$ cat src/rtl/key_debounce_pkg.sv
// Shared types and defaults for the key debouncer: channel FSM states,
// default filter lengths and a small helper for sizing the shared counter.
package key_debounce_pkg;

    typedef enum logic [1:0] {
        IDLE,
        PRESS_FILT,
        HELD,
        REL_FILT
    } key_state_e;

    localparam int KEY_DEBOUNCE_DEFAULT = 1_000_000;
    localparam int KEY_LONG_DEFAULT     = 50_000_000;

    function automatic int max_int(input int a, input int b);
        return (a > b) ? a : b;
    endfunction

endpackage

$ cat src/rtl/key_filter_ch.sv
// One debounced key: 2-flop synchroniser, stable-time counter and 4-state FSM.
// Long-press detection in HELD is built only with KEY_DEBOUNCE_LONG_PRESS_EN.
module key_filter_ch
    import key_debounce_pkg::*;
#(
    parameter int DEBOUNCE_CYCLES   = KEY_DEBOUNCE_DEFAULT,
    parameter int LONG_PRESS_CYCLES = KEY_LONG_DEFAULT
) (
    input  logic clk,
    input  logic rst_n,
    input  logic key_raw_n,
    output logic key_n,
    output logic press,
    output logic key_release,
    output logic long_press
);

`ifdef KEY_DEBOUNCE_LONG_PRESS_EN
    localparam bit LONG_EN = 1'b1;
`else
    localparam bit LONG_EN = 1'b0;
`endif
    localparam int CNT_MAX = LONG_EN ? max_int(DEBOUNCE_CYCLES, LONG_PRESS_CYCLES)
                                     : DEBOUNCE_CYCLES;
    localparam int CNT_W   = $clog2(CNT_MAX + 1);

    localparam logic [CNT_W-1:0] CNT_ONE = CNT_W'(1);
    localparam logic [CNT_W-1:0] DEB_CNT = CNT_W'(DEBOUNCE_CYCLES);
`ifdef KEY_DEBOUNCE_LONG_PRESS_EN
    localparam logic [CNT_W-1:0] LONG_LAST = CNT_W'(LONG_PRESS_CYCLES - 1);
    localparam logic [CNT_W-1:0] LONG_SAT  = CNT_W'(LONG_PRESS_CYCLES);
`endif

    logic             sync1_q, sync1_d;
    logic             sync2_q, sync2_d;
    key_state_e       state_q, state_d;
    logic [CNT_W-1:0] cnt_q, cnt_d;
    logic             key_n_q, key_n_d;
    logic             press_q, press_d;
    logic             rel_q, rel_d;
`ifdef KEY_DEBOUNCE_LONG_PRESS_EN
    logic             long_q, long_d;
`endif

    always_comb begin
        sync1_d = key_raw_n;
        sync2_d = sync1_q;
        state_d = state_q;
        cnt_d   = cnt_q;
        key_n_d = key_n_q;
        press_d = 1'b0;
        rel_d   = 1'b0;
`ifdef KEY_DEBOUNCE_LONG_PRESS_EN
        long_d  = 1'b0;
`endif
        case (state_q)
            IDLE: begin
                if (!sync2_q) begin
                    state_d = PRESS_FILT;
                    cnt_d   = CNT_ONE;
                end
            end
            PRESS_FILT: begin
                if (sync2_q) begin
                    state_d = IDLE;
                    cnt_d   = '0;
                end else if (cnt_q >= DEB_CNT) begin
                    state_d = HELD;
                    cnt_d   = '0;
                    key_n_d = 1'b0;
                    press_d = 1'b1;
                end else begin
                    cnt_d = cnt_q + CNT_ONE;
                end
            end
            HELD: begin
                if (sync2_q) begin
                    state_d = REL_FILT;
                    cnt_d   = CNT_ONE;
                end
`ifdef KEY_DEBOUNCE_LONG_PRESS_EN
                // Saturating at the threshold makes the pulse one-shot per press.
                else if (cnt_q != LONG_SAT) begin
                    cnt_d  = cnt_q + CNT_ONE;
                    long_d = (cnt_q == LONG_LAST);
                end
`endif
            end
            REL_FILT: begin
                if (!sync2_q) begin
                    state_d = HELD;
                    cnt_d   = '0;
                end else if (cnt_q >= DEB_CNT) begin
                    state_d = IDLE;
                    cnt_d   = '0;
                    key_n_d = 1'b1;
                    rel_d   = 1'b1;
                end else begin
                    cnt_d = cnt_q + CNT_ONE;
                end
            end
            default: begin
                state_d = IDLE;
                cnt_d   = '0;
            end
        endcase
    end

    always_ff @(posedge clk) begin
        if (!rst_n) begin
            sync1_q <= 1'b1;
            sync2_q <= 1'b1;
            state_q <= IDLE;
            cnt_q   <= '0;
            key_n_q <= 1'b1;
            press_q <= 1'b0;
            rel_q   <= 1'b0;
`ifdef KEY_DEBOUNCE_LONG_PRESS_EN
            long_q  <= 1'b0;
`endif
        end else begin
            sync1_q <= sync1_d;
            sync2_q <= sync2_d;
            state_q <= state_d;
            cnt_q   <= cnt_d;
            key_n_q <= key_n_d;
            press_q <= press_d;
            rel_q   <= rel_d;
`ifdef KEY_DEBOUNCE_LONG_PRESS_EN
            long_q  <= long_d;
`endif
        end
    end

    assign key_n       = key_n_q;
    assign press       = press_q;
    assign key_release = rel_q;
`ifdef KEY_DEBOUNCE_LONG_PRESS_EN
    assign long_press  = long_q;
`else
    assign long_press  = 1'b0;
`endif

endmodule

$ cat src/rtl/key_debounce.sv
// Multi-key debouncer: NUM_KEYS independent key_filter_ch channels. The release
// pulse port is key_release because `release` is a reserved word in SystemVerilog.
// Long-press output is live only with KEY_DEBOUNCE_LONG_PRESS_EN defined.
module key_debounce
    import key_debounce_pkg::*;
#(
    parameter int NUM_KEYS          = 2,
    parameter int DEBOUNCE_CYCLES   = KEY_DEBOUNCE_DEFAULT,
    parameter int LONG_PRESS_CYCLES = KEY_LONG_DEFAULT
) (
    input  logic                clk,
    input  logic                rst_n,
    input  logic [NUM_KEYS-1:0] key_raw_n,
    output logic [NUM_KEYS-1:0] key_n,
    output logic [NUM_KEYS-1:0] press,
    output logic [NUM_KEYS-1:0] key_release,
    output logic [NUM_KEYS-1:0] long_press
);

    genvar gi;
    generate
        for (gi = 0; gi < NUM_KEYS; gi++) begin : g_ch
            key_filter_ch #(
                .DEBOUNCE_CYCLES  (DEBOUNCE_CYCLES),
                .LONG_PRESS_CYCLES(LONG_PRESS_CYCLES)
            ) u_ch (
                .clk        (clk),
                .rst_n      (rst_n),
                .key_raw_n  (key_raw_n[gi]),
                .key_n      (key_n[gi]),
                .press      (press[gi]),
                .key_release(key_release[gi]),
                .long_press (long_press[gi])
            );
        end
    endgenerate

endmodule

$ cat config.mk
export PLATFORM = sky130hd
export DESIGN_NAME = key_debounce
export DESIGN_NICKNAME = d
export VERILOG_FILES = /design/src/rtl/key_debounce_pkg.sv /design/src/rtl/key_filter_ch.sv /design/src/rtl/key_debounce.sv
export SDC_FILE = /design/constraint.sdc
export NUM_CORES = 1
export LEC_CHECK = 0
export CAP_MARGIN = 40
export CORE_MARGIN = 5
export CORE_UTILIZATION = 60
export DETAILED_ROUTE_END_ITERATION = 12
export DONT_BUFFER_PORTS = 1
export PLACE_DENSITY = 0.76
export SLEW_MARGIN = 20
export SYNTH_ARGS = -nofsm -noshare
export SYNTH_HDL_FRONTEND = slang
export SYNTH_HIERARCHICAL = 1
export SYNTH_SLANG_ARGS = --single-unit
$ cat constraint.sdc
create_clock -name clk -period 4.7 [get_ports clk]
set_clock_uncertainty 0.2 [all_clocks]
set_input_delay 1.175 -clock clk [delete_from_list [all_inputs] [get_ports clk]]
set_output_delay 1.175 -clock clk [all_outputs]
set_load 0.02 [all_outputs]
==> results list <==
- Flops & latches, synth: 54
* Clock Root Buffer: sky130_fd_sc_hd__clkbuf_8
* Maximum clock insertion buffer count: 2
* Worst setup slack after placement: 2.24 ns
- Number of antenna violations at the first check in global routing: 0
- Entering global routing, the biggest net connects 25 pins.
- Transition time at the pin with the least slew margin: around 0.63 ns
- Area share of the largest cell type after synthesis: a little under two fifths
* Core ar.: about 0.0046 sq mm
- Setup total negative slack on the finished layout was measured at 0 ns.
* Worst setup EP type: primary output
- Depth of the worst register-to-register path: 6
* Path category of the worst min-delay check: flop to flop
- Outcome: finished clean
* Total grt overflow: 0
- Number of pins with negative max-slew slack in the final report: 0
- Required time worst endpoint: between 3 and 4 ns
- Post-synthesis cell count: about 330
- Data arrival time of the worst path: roughly 0.80 ns
- Clock tree from TritonCTS: yes
- The repair_antennas step left the layout with diodes totalling 0.
* Leading area contributor after synthesis: sky130_fd_sc_hd__dfxtp_1
- Sequential cell area fraction in the yosys report: 38.3%
* P_leak: between 1 and 1.5 nW
* Number of setup buffers added after CTS: 0
- Total of max-cap violations: 0
* Remaining antenna violation count: 0
- The via count of the first global-routing pass came to 2171.
* Detailed-placement wirelength estimate: 3.52 mm
- Achievable Freq: between 0.4 and 0.5 GHz
- Number of filler cells placed in the layout: roughly 410
- RSZ-0062 raised after global routing: no
- Cell count of the worst hold path: 1
* Max FO, Critical Path: 3
* DR vias/cell: just over 6
- Clock-pin slew was measured on the worst setup and hold paths at 0.10 ns.
- Buffers added on ports: 0
* Largest cells by area after synthesis: sky130_fd_sc_hd__dfxtp_1 38%, sky130_fd_sc_hd__nand2_1 4.9%, sky130_fd_sc_hd__nand3_1 4.1%
* Drt pass-1 iters: 4
* Number of nets in the final layout: about 330
- In this run the core area contains 25 standard-cell rows.
* First-pass GRT wire length: around 9.5 mm
* Num CTS Buffers: 5
- Total global-route track usage: around 19%
- Post-cts sizing count: 0
- WL final: 5.19 mm
- Total Die Area: 0.00618 sq mm
- Among all flip-flop cells after synthesis, the most frequent one is sky130_fd_sc_hd__dfxtp_1.
- Async set or reset register ratio after synthesis: 0%
* # setup viols final: 0
* Number of remaining DRC errors: 0
- Launch instance of the worst min-delay path: g_ch[1].u_ch/sync1_q
- Endpoint of the worst hold-timing path: g_ch[1].u_ch/sync2_q
* Pwr Density: 284 mW/mm^2
- The worst register-to-register path begins at g_ch[0].u_ch/cnt_q[1].
- The worst path meets setup with about 2.5 ns of slack.
* Cell Area, Synth: between 0.002 and 0.003 sq mm
* Growth of design area from synthesis to finish: 1.86%
- The number of nets handed over by synthesis was around 340.
- Once the floorplan was initialized, standard cells occupied just over 60% of the core.
* Time the final worst path needs with I/O delays and setup: roughly 2.2 ns
- Average wire per standard cell: ~14 um
- The worst setup path is launched from a flop.
- Yosys printed 6 warnings.
- In this run the vertical extent of the chip is 78.6 um.
- Fin crit share: between 40% and 50%
* Width of the die: between 70 and 80 um
- End of the worst register-to-register path: g_ch[0].u_ch/cnt_q[12]
- Layout cells sized above 1: roughly 12%
* Clk Latency, worst-skew pair: ~0.31 ns
- Synthesis instantiated 60 different standard cells from the library.
- Mean instance size in the synthesized netlist: about 8.6 sq um
- Number of enable-type register cells in the synthesized netlist: 0
- Number of vias in the routed layout: around 2300
* Final hold viol count: 0
* Maximum level of the CTS H-tree: 2
* Relative slew margins: ~58%
- At the end of routability-driven placement, the weighted congestion stood at roughly 0.83.
* Iteration-0 DRC count of the detailed router: 112
* Register-to-register setup slack: roughly 2.6 ns
- In this run the count of I/O pins placed on the die edge is 12.
- Hold buffer count at cts: 0
- Classification of the worst setup path: flop to primary output
* Num Clock Sinks: 54
* Max IR drop VDD: around 0.22 mV
power breakdown:
group          switching, mW  total [mW]  internal, mW
sequential           0.00321       0.464         0.460
combinational         0.0168      0.0259       0.00914
clock                  0.163       0.326         0.163
per-layer routing:
| layer | vias to the layer above | track usage (%) | wire length (um) |
|---|---|---|---|
| met5 | - | 0 | 0 |
| met4 | 0 | 8.04 | 65 |
| met3 | 6 | 4.01 | 193 |
| met2 | 40 | 28.8 | 2340 |
| met1 | 1071 | 24.8 | 2600 |
| li1 | 1163 | - | - |
registers in the layout, summed over array words and instances (netlist names), named ones only:
| signal | flops |
|---|---|
| g_ch.u_ch/cnt_q | 40 |
| g_ch.u_ch/key_n | 2 |
| g_ch.u_ch/key_release | 2 |
| g_ch.u_ch/press | 2 |
| g_ch.u_ch/state_q | 2 |
| g_ch.u_ch/sync1_q | 2 |
| g_ch.u_ch/sync2_q | 2 |
worst max-delay path by stage:
stage / from / to / slack (ns) / depth (start not counted)
2_1_floorplan: rst_n / g_ch[0].u_ch/cnt_q[12] / 2.43 / 5
3_3_place_gp: rst_n / g_ch[1].u_ch/cnt_q[14] / 2.31 / 4
3_5_place_dp: rst_n / g_ch[1].u_ch/cnt_q[4] / 2.24 / 4
4_1_cts: g_ch[1].u_ch/key_n / key_n[1] / 2.51 / 0
5_1_grt: g_ch[0].u_ch/cnt_q[1] / g_ch[0].u_ch/cnt_q[12] / 2.43 / 6
6_report: g_ch[1].u_ch/key_n / key_n[1] / 2.52 / 0
layout by cell type, fill, tap and decap left out, types with 3 or more instances in the layout:
cell | synthesis | final
sky130_fd_sc_hd__a31oi_1 | 8 | 8
sky130_fd_sc_hd__o311ai_2 | 5 | 5
sky130_fd_sc_hd__a21oi_1 | 18 | 18
sky130_fd_sc_hd__and4_1 | 3 | 3
sky130_fd_sc_hd__ha_1 | 4 | 4
sky130_fd_sc_hd__nor4_1 | 3 | 3
sky130_fd_sc_hd__o21ai_0 | 9 | 9
sky130_fd_sc_hd__or3_1 | 3 | 3
sky130_fd_sc_hd__dfxtp_1 | 54 | 54
sky130_fd_sc_hd__clkbuf_8 | 0 | 5
sky130_fd_sc_hd__and3_1 | 11 | 11
sky130_fd_sc_hd__inv_1 | 12 | 12
sky130_fd_sc_hd__nor2_1 | 22 | 22
sky130_fd_sc_hd__nand4_1 | 12 | 12
sky130_fd_sc_hd__nand2_1 | 37 | 37
sky130_fd_sc_hd__or2_2 | 3 | 3
sky130_fd_sc_hd__o21ai_1 | 9 | 9
sky130_fd_sc_hd__nand2b_1 | 5 | 5
sky130_fd_sc_hd__nor3_1 | 6 | 6
sky130_fd_sc_hd__a22o_1 | 3 | 3
sky130_fd_sc_hd__nand3_1 | 23 | 23
sky130_fd_sc_hd__o211a_1 | 4 | 4
sky130_fd_sc_hd__a21o_1 | 7 | 7
sky130_fd_sc_hd__and2_1 | 4 | 4
area by class of cell:
type	count	area [sq um]	area share, %
clock inverters	3	47.5	1.65
repair buffers	1	7.51	0.261
well taps	54	67.6	2.35
inverters	13	48.8	1.70
clock buffers	5	68.8	2.39
multi-input cells	243	1550	54.0
flip-flops and latches	54	1080	37.6
per-stage QoR:
step / hold WS [ns] / cell area (sq um) / utilization (%) / power [mW] / cells
floorplan: 0.186 / 2820 / - / 0.500 / 328
global placement: 0.194 / 2760 / 59.6 / 0.499 / 365
detailed placement: 0.192 / 2760 / 59.6 / 0.500 / 365
CTS: 0.218 / 2880 / 62.1 / 0.823 / 373
global route: 0.263 / 2880 / 62.1 / 0.845 / 373
finish: 0.216 / 2880 / 62.1 / 0.815 / 373
synthesized netlist by cell type, drive strengths merged (3+ instances only):
cell / instances
ha: 4
inv: 13
or3: 4
nand3: 25
a22o: 3
dfxtp: 54
nand2b: 6
a21boi: 3
nand2: 37
nor3: 7
o211a: 4
and4: 4
nor2: 23
clkbuf: 7
o311ai: 7
buf: 11
a21oi: 18
and3: 12
and2: 5
or2: 4
xnor2: 4
a31oi: 8
nand4: 13
o31ai: 3
nor4: 4
a21o: 7
o21ai: 19
cells by family after synthesis:
family                   Yosys count  synth area share [%]
adder cells (fa/ha/maj)            4                  1.77
buffers and inverters             31                  6.65
AND/OR/NAND/NOR                  151                  29.3
multiplexers                       2                 0.709
XOR/XNOR                           5                  2.08
other                              2                 0.266
AO/OA/AOI/OAI                     79                  21.0
flip-flops                        54                  38.3
Note: power is estimated with default switching activity, not from simulation.
==> variant: new RTL, same flow settings <==
The option `KEY_DEBOUNCE_LONG_PRESS_EN` is turned on by a define.
--- a/src/rtl/key_filter_ch.sv
+++ b/src/rtl/key_filter_ch.sv
@@ -1,4 +1,6 @@
 // One debounced key: 2-flop synchroniser, stable-time counter and 4-state FSM.
 // Long-press detection in HELD is built only with KEY_DEBOUNCE_LONG_PRESS_EN.
+`define KEY_DEBOUNCE_LONG_PRESS_EN
+
 module key_filter_ch
     import key_debounce_pkg::*;
Formal check against the unedited RTL: same outputs for any inputs over 10 cycles, from zero or initial values and one cycle with rst_n low; that may be too few to reach the edited logic, so the function may still have changed.
==> variant against the original RTL <==
Synthesized cell count grew 18%. Largest power group unchanged. Via count grew 17%. Power up 33%. Routed wire length grew 23%. Worst setup slack worse by 86 ps. Highest routed layer unchanged. Synthesized area up 21%. Cell count rose by 24%. Sequential cell count rose by 14. Maximum frequency fell by 3.8%. Critical path type is now flip-flop to flip-flop. Sequential power increased by 26%. Design area up 26%.
==> variant: results (changes against the original RTL) <==
- Run status: complete, no violations
* First-pass GRT wire length: 11400 µm (+21%)
* Worst min path class: flip-flop to flip-flop
- The share of the yosys chip area belonging to registers came to 0.399 (+0.0158).
- Netlist cell types: 59 (-1.7%)
- Buffers inserted by post-CTS timing repair: 0 (unchanged)
- Final max-slew violation count: 0 (unchanged)
* Xor/xnor share of the synthesized area: 0.118 (+0.0972)
* CTS Root Buffer Type: clkbuf_8
- The overall track demand over capacity in global routing was 0.192 (+0.00641).
- The number of flops mapped to enable cells by yosys came to 0 (unchanged).
- The number of buffers created by CTS was 9 (+4).
- The net count after synthesis came to 396 (+18%).
* Post-placement worst setup slack: 2440 ps (+194 ps)
* Starting DRT DRC Count: 108 (-3.6%)
* Clock-pin transition on the worst setup and hold timing paths: 70 ps (-30 ps)
* Dominant cells by area after synthesis: dfxtp_1 (40%), xnor2_1 (6.2%), xor2_1 (5.6%)
- The cell count of the worst reg-to-reg path was 6 (unchanged).
- Mux share of post-synthesis cell area: 0.00587 (-0.00123)
* Number of buffers on the longest clock path: 2 (unchanged)
- The maximum fanout count along the critical path was 18 (+15).
* Via-per-instance ratio: 5.80 (-5.1%)
- Worst supply voltage drop on vdd: 0.000280 V (+26%)
* Half-perimeter wire length after detailed placement: 4460 µm (+27%)
- The synthesized instance count is 388 (+18%).
- The cell depth of the worst min-delay path was 1 (unchanged).
- Crit path DAT: 2310 ps (+1510 ps)
- Non-filler instance count after layout: 461 (+24%)
- The number of antenna violations at the first check in global routing was 0 (unchanged).
* Number of warnings issued by yosys: 6 (unchanged)
- The fraction of the mapped netlist area in compound gates came to 0.0652 (-0.144).
* Quantity of gates resized following cts: 0 (unchanged)
- Post-DP Area: 0.00342 mm² (+24%)
* Via count of the first global-routing pass: 2569 (+18%)
* Worst-Skew Late Latency: 350 ps (+40 ps)
* Worst-Margin Slew: 547 ps (-86.5 ps)
- The overall routed net length came to 6380 µm (+23%).
* Ratio of cells with drive above 1 in the final layout: 0.126 (+0.00998)
- The global placer's final weighted congestion is 0.904 (+8.3%).
* Post-placement cell count: 445 (+22%)
- The number of buffers added on ports was 0 (unchanged).
- N_diodes: 0 (unchanged)
- Maximum number of pins on one net before global-route repair: 26 (+4.0%)
- Ranked by flip-flop count, first place goes to g_ch.u_ch/cnt_q.
* Most frequent cells after synthesis: dfxtp_1 (68), nor2_1 (47), nand2_1 (34), xnor2_1 (24), xor2_1 (22)
- The H-tree level count is 3 (+1).
- The leakage power came to 1.24 nW (+15%).
* Number of iterations in the first detailed-routing pass: 4 (unchanged)
* Fraction of registers with async set/reset: 0 (unchanged)
- The number of flip-flops in the largest register was 52 (+30%).
* Fraction of the mapped netlist area in adder cells: 0.0147 (-0.00307)
variant: changes by cell type in the layout (fill, tap and decap cells not counted), moves of 11 or more:
cell / before / now
a21oi_1: 18 / 7
dfxtp_1: 54 / 68
nor2_1: 22 / 47
nor2_2: 1 / 20
xnor2_1: 2 / 24
xor2_1: 1 / 22
variant: routing by layer:
metal	vias up	global-route usage	share of wire	routed length, µm
met5	-	0	0	0
li1	1343	-	-	-
met2	48	0.317	0.49	3120
met3	13	0.0641	0.039	249
met4	0	0.0748	0.019	120
met1	1269	0.230	0.45	2890
variant: kinds of logic after synthesis:
logic type | Yosys count
and+or+nand+nor | 211
AOI/OAI and AO/OA | 31
DFF | 68
adders and majority gates | 4
muxes | 2
buffers and inverters | 26
xor gates and xnor gates | 46
variant: power breakdown:
group	switching [mW]	internal, mW	leakage, nW
sequential	0.00469	0.580	0.549
combinational	0.0204	0.0123	0.596
clock	0.210	0.261	0.0938
total	0.236	0.853	1.24
variant: critical path, cell delays in order (launching register included):
cell and delay, ps:
dfxtp_1 370, or4_4 560, nor3_4 200, and4_4 270, o21ai_4 130, buf_16 200, a311oi_1 220
variant: worst paths after layout:
kind                            end                    from  slack (ps)
max reg2reg  g_ch[1].u_ch/cnt_q[20]  g_ch[1].u_ch/cnt_q[25]        2440
min            g_ch[0].u_ch/sync2_q    g_ch[0].u_ch/sync1_q         210
max          g_ch[1].u_ch/cnt_q[20]  g_ch[1].u_ch/cnt_q[25]        2440
min reg2reg    g_ch[0].u_ch/sync2_q    g_ch[0].u_ch/sync1_q         210
variant: layout make-up:
cell class / instances / area (µm²)
clock buffer: 13 / 149
timing repair buffer: 2 / 35.0
sequential: 68 / 1360
clock inverter: 3 / 46.3
multi-input combinational: 294 / 1900
inverter: 9 / 33.8
fill: 459 / 1890
tap: 72 / 90.1
